## config.mk

```make
export PLATFORM = sky130hd
export DESIGN_NAME = pwm_multi
export DESIGN_NICKNAME = d
export VERILOG_FILES = /design/src/rtl/pwm_multi.sv
export SDC_FILE = /design/constraint.sdc
export NUM_CORES = 1
export LEC_CHECK = 0
export CORE_MARGIN = 1.5
export CORE_UTILIZATION = 60
export DETAILED_ROUTE_END_ITERATION = 8
export GPL_ROUTABILITY_DRIVEN = 0
export PLACE_DENSITY = 0.81
export SETUP_SLACK_MARGIN = 0.3
export SLEW_MARGIN = 10
export SYNTH_ARGS = -nofsm -noshare
export SYNTH_HDL_FRONTEND = slang
export SYNTH_SLANG_ARGS = --single-unit
```

## constraint.sdc

```tcl
create_clock -name clk -period 5.6 [get_ports clk]
set_input_delay 1.12 -clock clk [delete_from_list [all_inputs] [get_ports clk]]
set_output_delay 1.12 -clock clk [all_outputs]
set_load 0.01 [all_outputs]
```

## src/rtl/pwm_multi.sv

```systemverilog
// Multi-channel PWM generator: one shared prescaler and period counter (edge- or
// center-aligned) driving CHANNELS compare outputs with double-buffered duty registers.
module pwm_multi #(
    parameter int WIDTH      = 8,
    parameter int CHANNELS   = 4,
    parameter int PRESCALE_W = 8
) (
    input  logic                                             clk,
    input  logic                                             rst,
    input  logic                                             enable,
    input  logic                                             mode,
    input  logic [PRESCALE_W-1:0]                            prescale,
    input  logic [WIDTH-1:0]                                 period,
    input  logic                                             wr_en,
    input  logic [((CHANNELS > 1) ? $clog2(CHANNELS) : 1)-1:0] wr_ch,
    input  logic [WIDTH-1:0]                                 wr_duty,
    input  logic [CHANNELS-1:0]                              polarity,
    output logic [CHANNELS-1:0]                              pwm_o,
    output logic                                             period_start
);

    localparam int CH_W = (CHANNELS > 1) ? $clog2(CHANNELS) : 1;

    logic [PRESCALE_W-1:0] presc_cnt;
    logic [WIDTH-1:0]      cnt;
    logic                  dir_down;
    logic [WIDTH-1:0]      act_period;
    logic                  act_mode;
    logic [WIDTH-1:0]      shadow   [CHANNELS];
    logic [WIDTH-1:0]      act_duty [CHANNELS];

    logic                  tick;
    logic                  boundary;
    logic [WIDTH-1:0]      cnt_next;
    logic                  dir_next;

    assign tick = enable && (presc_cnt == prescale);

    // Next counter value/direction if a tick occurs; the counter never runs past act_period.
    always_comb begin
        cnt_next = cnt;
        dir_next = dir_down;
        if (act_period == '0) begin
            cnt_next = '0;
            dir_next = 1'b0;
        end else if (!act_mode) begin
            cnt_next = (cnt >= act_period) ? '0 : cnt + 1'b1;
        end else if (!dir_down) begin
            if (cnt >= act_period) begin
                cnt_next = act_period - 1'b1;
                dir_next = 1'b1;
            end else begin
                cnt_next = cnt + 1'b1;
            end
        end else begin
            cnt_next = (cnt == '0) ? '0 : cnt - 1'b1;
        end
    end

    assign boundary = tick && (cnt_next == '0);

    always_ff @(posedge clk) begin
        if (rst) begin
            presc_cnt    <= '0;
            cnt          <= '0;
            dir_down     <= 1'b0;
            act_period   <= '0;
            act_mode     <= 1'b0;
            pwm_o        <= '0;
            period_start <= 1'b0;
            for (int i = 0; i < CHANNELS; i++) begin
                shadow[i]   <= '0;
                act_duty[i] <= '0;
            end
        end else begin
            period_start <= boundary;

            if (!enable) begin
                // Idle: keep active settings tracking the inputs so the first period uses them.
                presc_cnt  <= '0;
                cnt        <= '0;
                dir_down   <= 1'b0;
                act_period <= period;
                act_mode   <= mode;
                for (int i = 0; i < CHANNELS; i++) begin
                    act_duty[i] <= shadow[i];
                end
            end else begin
                presc_cnt <= (presc_cnt >= prescale) ? '0 : presc_cnt + 1'b1;
                if (tick) begin
                    cnt      <= cnt_next;
                    dir_down <= boundary ? 1'b0 : dir_next;
                end
                if (boundary) begin
                    act_period <= period;
                    act_mode   <= mode;
                    for (int i = 0; i < CHANNELS; i++) begin
                        act_duty[i] <= shadow[i];
                    end
                end
            end

            // An index at or above CHANNELS matches no slot, so the write is dropped.
            for (int i = 0; i < CHANNELS; i++) begin
                if (wr_en && (wr_ch == CH_W'(i))) begin
                    shadow[i] <= wr_duty;
                end
                pwm_o[i] <= (enable && (cnt < act_duty[i])) ^ polarity[i];
            end
        end
    end

endmodule

```

# [Yosys cells after proc, flatten, opt, wreduce, memory -nomap -nowiden]
# Memories as Yosys holds them, arrays and structs flattened.
# Cells that the tools add are included.
[word_totals] regBits=31 ramBits=64 inputBits=35 word_cells=107 n_memories=2
[op_classes] addsub=4 order_cmp=6 eq_ne=5 mux=48 bitwise_logic=17 n_reduce_logical=18
[memory_table] memory="act_duty" depth=4 word_bits=8 read_ports=4 rd_ports_with_merged_regs=0 wr=4 line_no="30" source="logic [WIDTH-1:0] act_duty [CHANNELS];"
[memory_table] memory="shadow" depth=4 word_bits=8 read_ports=4 rd_ports_with_merged_regs=0 wr=4 line_no="29" source="logic [WIDTH-1:0] shadow [CHANNELS];"
[ops] operator="two-way mux 8 bit" n=20
[ops] operator="less-than comparator 8 bit" n=4
[ops] operator="two-way mux 1 bit" n=28
[ops] operator="zero test 8 bit" n=3
[ops] operator="adder 8 x 1 -> 8 bit, second input constant" n=2
[ops] operator="greater-or-equal comparator 8 bit" n=2
[ops] operator="subtractor 8 x 1 -> 8 bit, second input constant" n=2
[ops] operator="OR 1 bit" n=12
[ops] operator="logical AND 1 bit" n=10
[ops] operator="== test 8 bit" n=1
[ops] operator="== test 2 bit, second input constant" n=2
[ops] operator="bitwise XOR 1 bit" n=4
[ops] operator="nonzero test 3 bit" n=1
[ops] operator="OR reduction 3 bit" n=1
[ops] operator="== test 2 x 1 -> 1 bit, second input constant" n=1
[ops] operator="zero test 2 bit" n=1
[ops] operator="inequality test 2 x 1 -> 1 bit, second input constant" n=1
[ops] operator="AND reduction 2 bit" n=1
[ops] operator="OR reduction 2 bit" n=1
[ops] operator="NOT 1 bit" n=1

# [Depth between registers and ports, before layout]
# Gate-level depths: netlist of the first run.
[depth] depth_word=12 mapped_depth=14 depth_no_buf=10

# [Worst setup path before layout of the first run]
# Ideal clock, no wire load.
[synth_timing] kind="register to register" from="reg cnt[0]" to="mem act_duty[0][0] (enable)" setup_time_ns=0.392 arrival_ns=3.604 setup_slack_ns=1.604 path_stages_with_launch=12 path_buffers=2 synth_period_minus_slack_ns=3.996 path_cell_list="dfxtp_1 -> clkbuf_1 -> inv_1 -> ha_1 -> nand2b_1 -> a2111o_1 -> a21oi_2 -> buf_2 -> mux2i_1 -> o2111ai_1 -> or4_4 -> o21bai_1"
[synth_lines] item="start: declaration" line_no="25" source="logic [WIDTH-1:0] cnt;"
[synth_lines] item="start signal: assignment" line_no="91" source="cnt <= cnt_next;"
[synth_lines] item="end: declaration" line_no="30"

==> results of run 1 <==
[cells in the final DEF (no fill, tap or decap), drive strengths merged, types with 11 or more instances in the layout]
| cell type | instances |
|---|---|
| nand2 | 15 |
| nand2b | 34 |
| inv | 63 |
| mux2i | 14 |
| nor3b | 32 |
| nand3 | 16 |
| dfxtp | 31 |
| ha | 48 |
| and2 | 33 |
| o21ai | 11 |
| clkdlybuf4s50 | 38 |
| a21oi | 25 |
| a21o | 21 |
| edfxtp | 64 |
| nor2 | 24 |
[layer usage]
metal	share of wire [%]	track usage, %
met5	0	0
met4	2.5	10.6
met3	4.8	3.68
met2	47	40.6
met1	46	33.4
[power breakdown]
part | internal, mW | switching (mW)
clock | 0.217 | 0.263
sequential | 0.791 | 0.0196
combinational | 0.0970 | 0.106
total | 1.10 | 0.389
[cell type report]
class                      instances  area share, %
sequential                        95           39.7
tap                              129           2.52
clock inverter                     7           1.35
clock buffer                       9           1.93
multi-input combinational        363           44.4
inverter                          59           3.46
timing repair buffer              44           6.60
[how the worst max path moves through the flow]
stage                      to  slack (ps)
6_report       act_duty[0][3]        1350
5_1_grt        act_duty[1][0]        1150
4_1_cts        act_duty[0][3]        1420
3_5_place_dp   act_duty[1][1]        1440
3_3_place_gp   act_duty[1][5]        1620
2_1_floorplan  act_duty[0][0]        1600
[metrics by stage]
stage / util, % / instance area [um2] / worst slack [ps] / power [mW]
global route: 69.3 / 6400 / 1150 / 1.55
CTS: 69.3 / 6400 / 1420 / 1.50
detailed placement: 67.0 / 6190 / 1440 / 1.03
global placement: 67.0 / 6190 / 1620 / 1.02
finish: 69.3 / 6400 / 1350 / 1.49
floorplan: - / 5730 / 1600 / 0.958
[state kept, by name (all words and copies together), names as in the netlist]
register	flops
period_start	1
dir_down	1
act_mode	1
cnt	8
presc_cnt	8
act_period	8
shadow	32
act_duty	32
pwm_o	4
[logic make-up after synthesis]
group / count (synthesis) / share of synthesized area [%]
DFF: 95 / 44.3
and+or+nand+nor: 193 / 23.1
xor gates and xnor gates: 16 / 2.44
AOI/OAI and AO/OA: 92 / 11.1
muxes: 14 / 2.44
adders and majority gates: 48 / 10.5
buffers and inverters: 81 / 6.07
==> impl_metrics.env, run 1 <==
export IMPL_hold_class="flip-flop to flip-flop"
export IMPL_ant_nets=0
export IMPL_ys_async_sr_fraction_pct=0
export IMPL_drt_wl_total_mm=11.7
export IMPL_timing_hold_ws_ps=468
export IMPL_rr_endpoint="act_duty[0][3]"
export IMPL_cp_cell_sequence="inv_1 > ha_1 > nand2b_1 > a2111o_1 > a21oi_2 > mux2i_1 > o2111ai_1 > or4_4 > o21a_2 > buf_4 > nor3b_2"
export IMPL_cts_root_buf="clkbuf_8"
export IMPL_cts_buffer_depth=2
export IMPL_rsz0062_at_grt="no"
export IMPL_place_hpwl_mm=8.50
export IMPL_num_vias=4023
export IMPL_post_cts_buffers=0
export IMPL_maxCapViolations=0
export IMPL_critPathMaxFanout=21
export IMPL_syn_nets=622
export IMPL_fmax_ghz=0.235
export IMPL_p_leak_nw=2.60
export IMPL_die_width_um=101
export IMPL_ir_worst_vdd_mv=0.223
export IMPL_grtUsageTotal_pct=24.9
export IMPL_layout_nets=655
export IMPL_rr_worst_depth=11
export IMPL_synth_seq_cells=95
export IMPL_ctsHtreeMaxLevel=3
export IMPL_crit_buf_inv=2
export IMPL_drc_errors=0
export IMPL_dieHeight_um=101
export IMPL_antenna_cells=0
export IMPL_outcome="completed"
export IMPL_crit_arrival_ps=4450
export IMPL_numCtsBuffers=9
export IMPL_ys_top_cells_by_count="edfxtp_1, inv_1, ha_1"
export IMPL_firstDrtPassIters=8
export IMPL_fin_crit_sh_pct=75.9
export IMPL_yosysWarnings=0
export IMPL_viasPerCell=5.70
export IMPL_cts_tree="done"
export IMPL_cts_sinks=95
export IMPL_whs_path_depth=1
export IMPL_setup_viol=0
export IMPL_worstPathRequired_ps=5800
export IMPL_slew_headroom_pct=48.0
export IMPL_drive_gt1_share_pct=11.8
export IMPL_yosys_top_cells_area="edfxtp_1, dfxtp_1, ha_1"
export IMPL_p_per_area_nw_per_um2=233
export IMPL_hp_start="presc_cnt[0]"
export IMPL_core_area_um2=9240
export IMPL_startpoint_type="flip-flop"
export IMPL_antenna_found_initial=0
export IMPL_io_pins=40
export IMPL_synthDominantCellAreaShare_pct=33.5
export IMPL_final_hold_violation_count=0
export IMPL_grt_pass1_vias=3896
export IMPL_yosys_cell_count_top_type="edfxtp_1"
export IMPL_startpoint="cnt[0]"
export IMPL_synth_edf_count=64
export IMPL_drt_iter0_drc=236
export IMPL_multiInputGateArea_um2=2850
export IMPL_nFillCells=684
export IMPL_crit_cells=11
export IMPL_worst_setup_path_end_kind="flip-flop"
export IMPL_finClkSkew_ps=12.8
export IMPL_grt_overflow_total=0
export IMPL_r2r_start="cnt[0]"
export IMPL_layoutNonFillerInstCount=706
export IMPL_clk_pin_slew_ps=100
export IMPL_slowest_stage="dfxtp_1"
export IMPL_start_util_pct=62.1
export IMPL_postSynthAreaPerCell_um2=10.6
export IMPL_area_growth_pct=11.7
export IMPL_wire_per_inst_um=16.5
export IMPL_fp_row_count=35
export IMPL_port_buffers=39
export IMPL_synth_top_flop_cell="edfxtp_1"
export IMPL_grt_max_degree=64
export IMPL_cpPeakStageDelay_ps=610
export IMPL_synth_distinct_cells=52
export IMPL_dp_cells=690
export IMPL_r2r_setup_slack_ps=1350
export IMPL_critPathTopFamily="compound AO/OA/AOI/OAI gates"
export IMPL_finalMaxSlewViolations=0
export IMPL_holdPathEnd="presc_cnt[0]"
export IMPL_tightest_slew_ps=779
export IMPL_clk_latency_ps=360
export IMPL_yosysSeqAreaShare_pct=44.3
export IMPL_regArea_um2=2540
export IMPL_cts_resized_gates=0
export IMPL_synth_area_leader_cell="edfxtp_1"
export IMPL_critPathKind="flip-flop to flip-flop"
export IMPL_dieArea_um2=10200
export IMPL_synth_area_um2=5730
export IMPL_cts_hold_buf=0
export IMPL_synthCells=539
export IMPL_grt_pass1_wl_mm=19.2
export IMPL_fin_crit_ps=4250
export IMPL_fin_setup_tns_ps=0
Power figures use the tool's default switching activity.
==> run 2: changes to the inputs <==
==> constraint.sdc (replaced) <==
create_clock -name clk -period 4.4 [get_ports clk]
set_input_delay 0.88 -clock clk [delete_from_list [all_inputs] [get_ports clk]]
set_output_delay 0.88 -clock clk [all_outputs]
set_load 0.01 [all_outputs]
==> run 2 against run 1 <==
  * Routed wire length rose by 1.1%
  * Core utilization increased by 0.45 points
  * Combinational power rose by 29%
  * Cell count up 0.85%
  * Global-route usage grew 0.62 points
  * Clock power rose by 21%
  * Fmax grew 9.8%
  * Non-clock buffer count grew 6
  * Flip-flop and latch count unchanged
  * Design area increased by 0.64%
==> impl_metrics.env, run 2 (synthesis gave the netlist of run 1 again) <==
export IMPL_outcome="completed"
export IMPL_startpoint_type="flip-flop"
export IMPL_post_cts_buffers=0
export IMPL_num_vias=4059
export IMPL_worstPathRequired_ps=4480
export IMPL_antenna_found_initial=0
export IMPL_place_hpwl_mm=8.70
export IMPL_hp_start="presc_cnt[0]"
export IMPL_nFillCells=700
export IMPL_dieArea_um2=10200
export IMPL_holdPathEnd="presc_cnt[0]"
export IMPL_startpoint="cnt[3]"
export IMPL_grt_pass1_wl_mm=19.8
export IMPL_drc_errors=0
export IMPL_start_util_pct=62.1
export IMPL_combPwrFrac_pct=13.9
export IMPL_cts_root_buf="clkbuf_8"
export IMPL_finClkSkew_ps=16.0
export IMPL_hold_class="flip-flop to flip-flop"
export IMPL_worst_slack_ps=527
export IMPL_grt_max_degree=63
export IMPL_drt_iter0_drc=249
export IMPL_final_hold_violation_count=0
export IMPL_switchingPower_mw=0.510
export IMPL_clk_latency_ps=370
export IMPL_core_area_um2=9240
export IMPL_cpPeakStageDelay_ps=680
export IMPL_largestRegisters="act_duty (32), shadow (32)"
export IMPL_p_int_mw=1.36
export IMPL_io_pins=40
export IMPL_cts_hold_buf=0
export IMPL_p_per_area_nw_per_um2=290
export IMPL_layout_nets=661
export IMPL_fin_setup_tns_ps=0
export IMPL_r2r_setup_slack_ps=530
export IMPL_cts_buffer_depth=2
export IMPL_drt_wl_total_mm=11.8
export IMPL_fin_crit_ps=3870
export IMPL_rsz0062_at_grt="no"
export IMPL_area_growth_pct=12.4
export IMPL_ant_nets=0
export IMPL_ir_worst_vdd_mv=0.234
export IMPL_dieHeight_um=101
export IMPL_rr_worst_depth=9
export IMPL_crit_arrival_ps=3960
export IMPL_viasPerCell=5.70
export IMPL_critPathKind="flip-flop to flip-flop"
export IMPL_cp_cell_sequence="or4_4 > or4_1 > a31oi_1 > a31oi_1 > a211oi_1 > or4_4 > o21a_2 > buf_4 > nor3b_2"
export IMPL_p_leak_nw=2.63
export IMPL_wire_per_inst_um=16.6
export IMPL_fmax_ghz=0.258
export IMPL_tightest_slew_ps=763
export IMPL_cts_tree="done"
export IMPL_fp_row_count=35
export IMPL_fin_crit_sh_pct=88.0
export IMPL_mostFrequentLayoutCells="edfxtp_1, inv_1, ha_1"
export IMPL_p_seq_share_pct=55.1
export IMPL_maxCapViolations=0
export IMPL_drive_gt1_share_pct=12.9
export IMPL_final_common_cell="edfxtp_1"
export IMPL_ctsHtreeMaxLevel=3
export IMPL_slowest_stage="or4_4"
export IMPL_numCtsBuffers=9
export IMPL_firstDrtPassIters=5
export IMPL_setup_viol=0
export IMPL_whs_path_depth=1
export IMPL_critPathMaxFanout=41
export IMPL_cts_sinks=95
export IMPL_grt_pass1_vias=4059
export IMPL_die_width_um=101
export IMPL_rr_endpoint="act_duty[1][5]"
export IMPL_r2r_start="cnt[3]"
export IMPL_antenna_cells=0
export IMPL_grtUsageTotal_pct=25.6
export IMPL_grt_overflow_total=0
export IMPL_clock_power_share_pct=31.0
export IMPL_switching_share_pct=27.3
export IMPL_slew_headroom_pct=49.0
export IMPL_critPathTopFamily="simple AND/OR/NAND/NOR gates"
export IMPL_crit_buf_inv=1
export IMPL_clk_pin_slew_ps=100
export IMPL_preCtsSetupSlack_ps=526
export IMPL_port_buffers=39
export IMPL_finalMaxSlewViolations=0
export IMPL_worst_setup_path_end_kind="flip-flop"
-- run 2: cell types whose count changed in the layout (fill, tap and decap cells not counted), sizes merged --
cell,before,now
clkinv,1,3
buf,6,12
clkinvlp,1,0
bufinv,1,0
-- run 2: worst max-delay path by stage --
| stage | slack (ps) | endpoint | depth (start not counted) |
|---|---|---|---|
| 3_5_place_dp | 530 | act_duty[3][0] | 12 |
| 2_1_floorplan | 400 | act_duty[0][0] | 11 |
| 3_3_place_gp | 620 | act_duty[3][6] | 12 |
| 4_1_cts | 460 | act_duty[1][5] | 12 |
| 6_report | 530 | act_duty[1][5] | 9 |
| 5_1_grt | 370 | act_duty[1][5] | 9 |
-- run 2: layer usage --
metal  share of wire (%)  GRT usage, %  vias up  routed length [um]
met3                 5.7          3.47       17                 673
met5                   0             0        -                   0
met4                 1.7          9.21        0                 199
met2                  49          42.3      133                5750
met1                  44          34.5     1923                5190
li1                    -             -     1986                   -
-- run 2: repair_timing --
item | in CTS | in global routing
endpoints found under the setup margin | 0 | 1
hold endpoints to repair | 0 | 0
resized for setup | 0 | 1
-- run 2: final cells by class --
class,instances,area (um2),area share [%]
Clock inverter,7,81.3,1.26
Tap cell,129,161,2.50
Multi-Input combinational cell,363,2850,44.1
Inverter,59,221,3.44
Sequential cell,95,2540,39.5
Timing Repair Buffer,50,468,7.26
Clock buffer,9,124,1.92
-- run 2: metrics by stage --
step	area, um2	hold slack (ps)	util [%]	power, mW	instances
global placement	6240	435	67.5	1.30	696
detailed placement	6240	454	67.5	1.31	696
CTS	6440	480	69.7	1.88	712
global route	6440	498	69.7	1.94	712
floorplan	5730	426	-	1.22	539
finish	6440	473	69.7	1.87	712
-- run 2: power groups by stage --
stage	clock, mW	sequential (mW)	combinational (mW)
after global routing	0.619	1.04	0.290
after CTS	0.587	1.03	0.261
after floorplan	0	1.04	0.178
final	0.580	1.03	0.261
after detailed placement	0	1.05	0.259
after global placement	0	1.05	0.249
-- run 2: worst register-to-register path, cell delays in order (launching register included) --
cell and delay, ps:
dfxtp_1 560, or4_4 680, or4_1 510, a31oi_1 190, a31oi_1 60, a211oi_1 520, or4_4 270, o21a_2 110
buf_4 540, nor3b_2 140
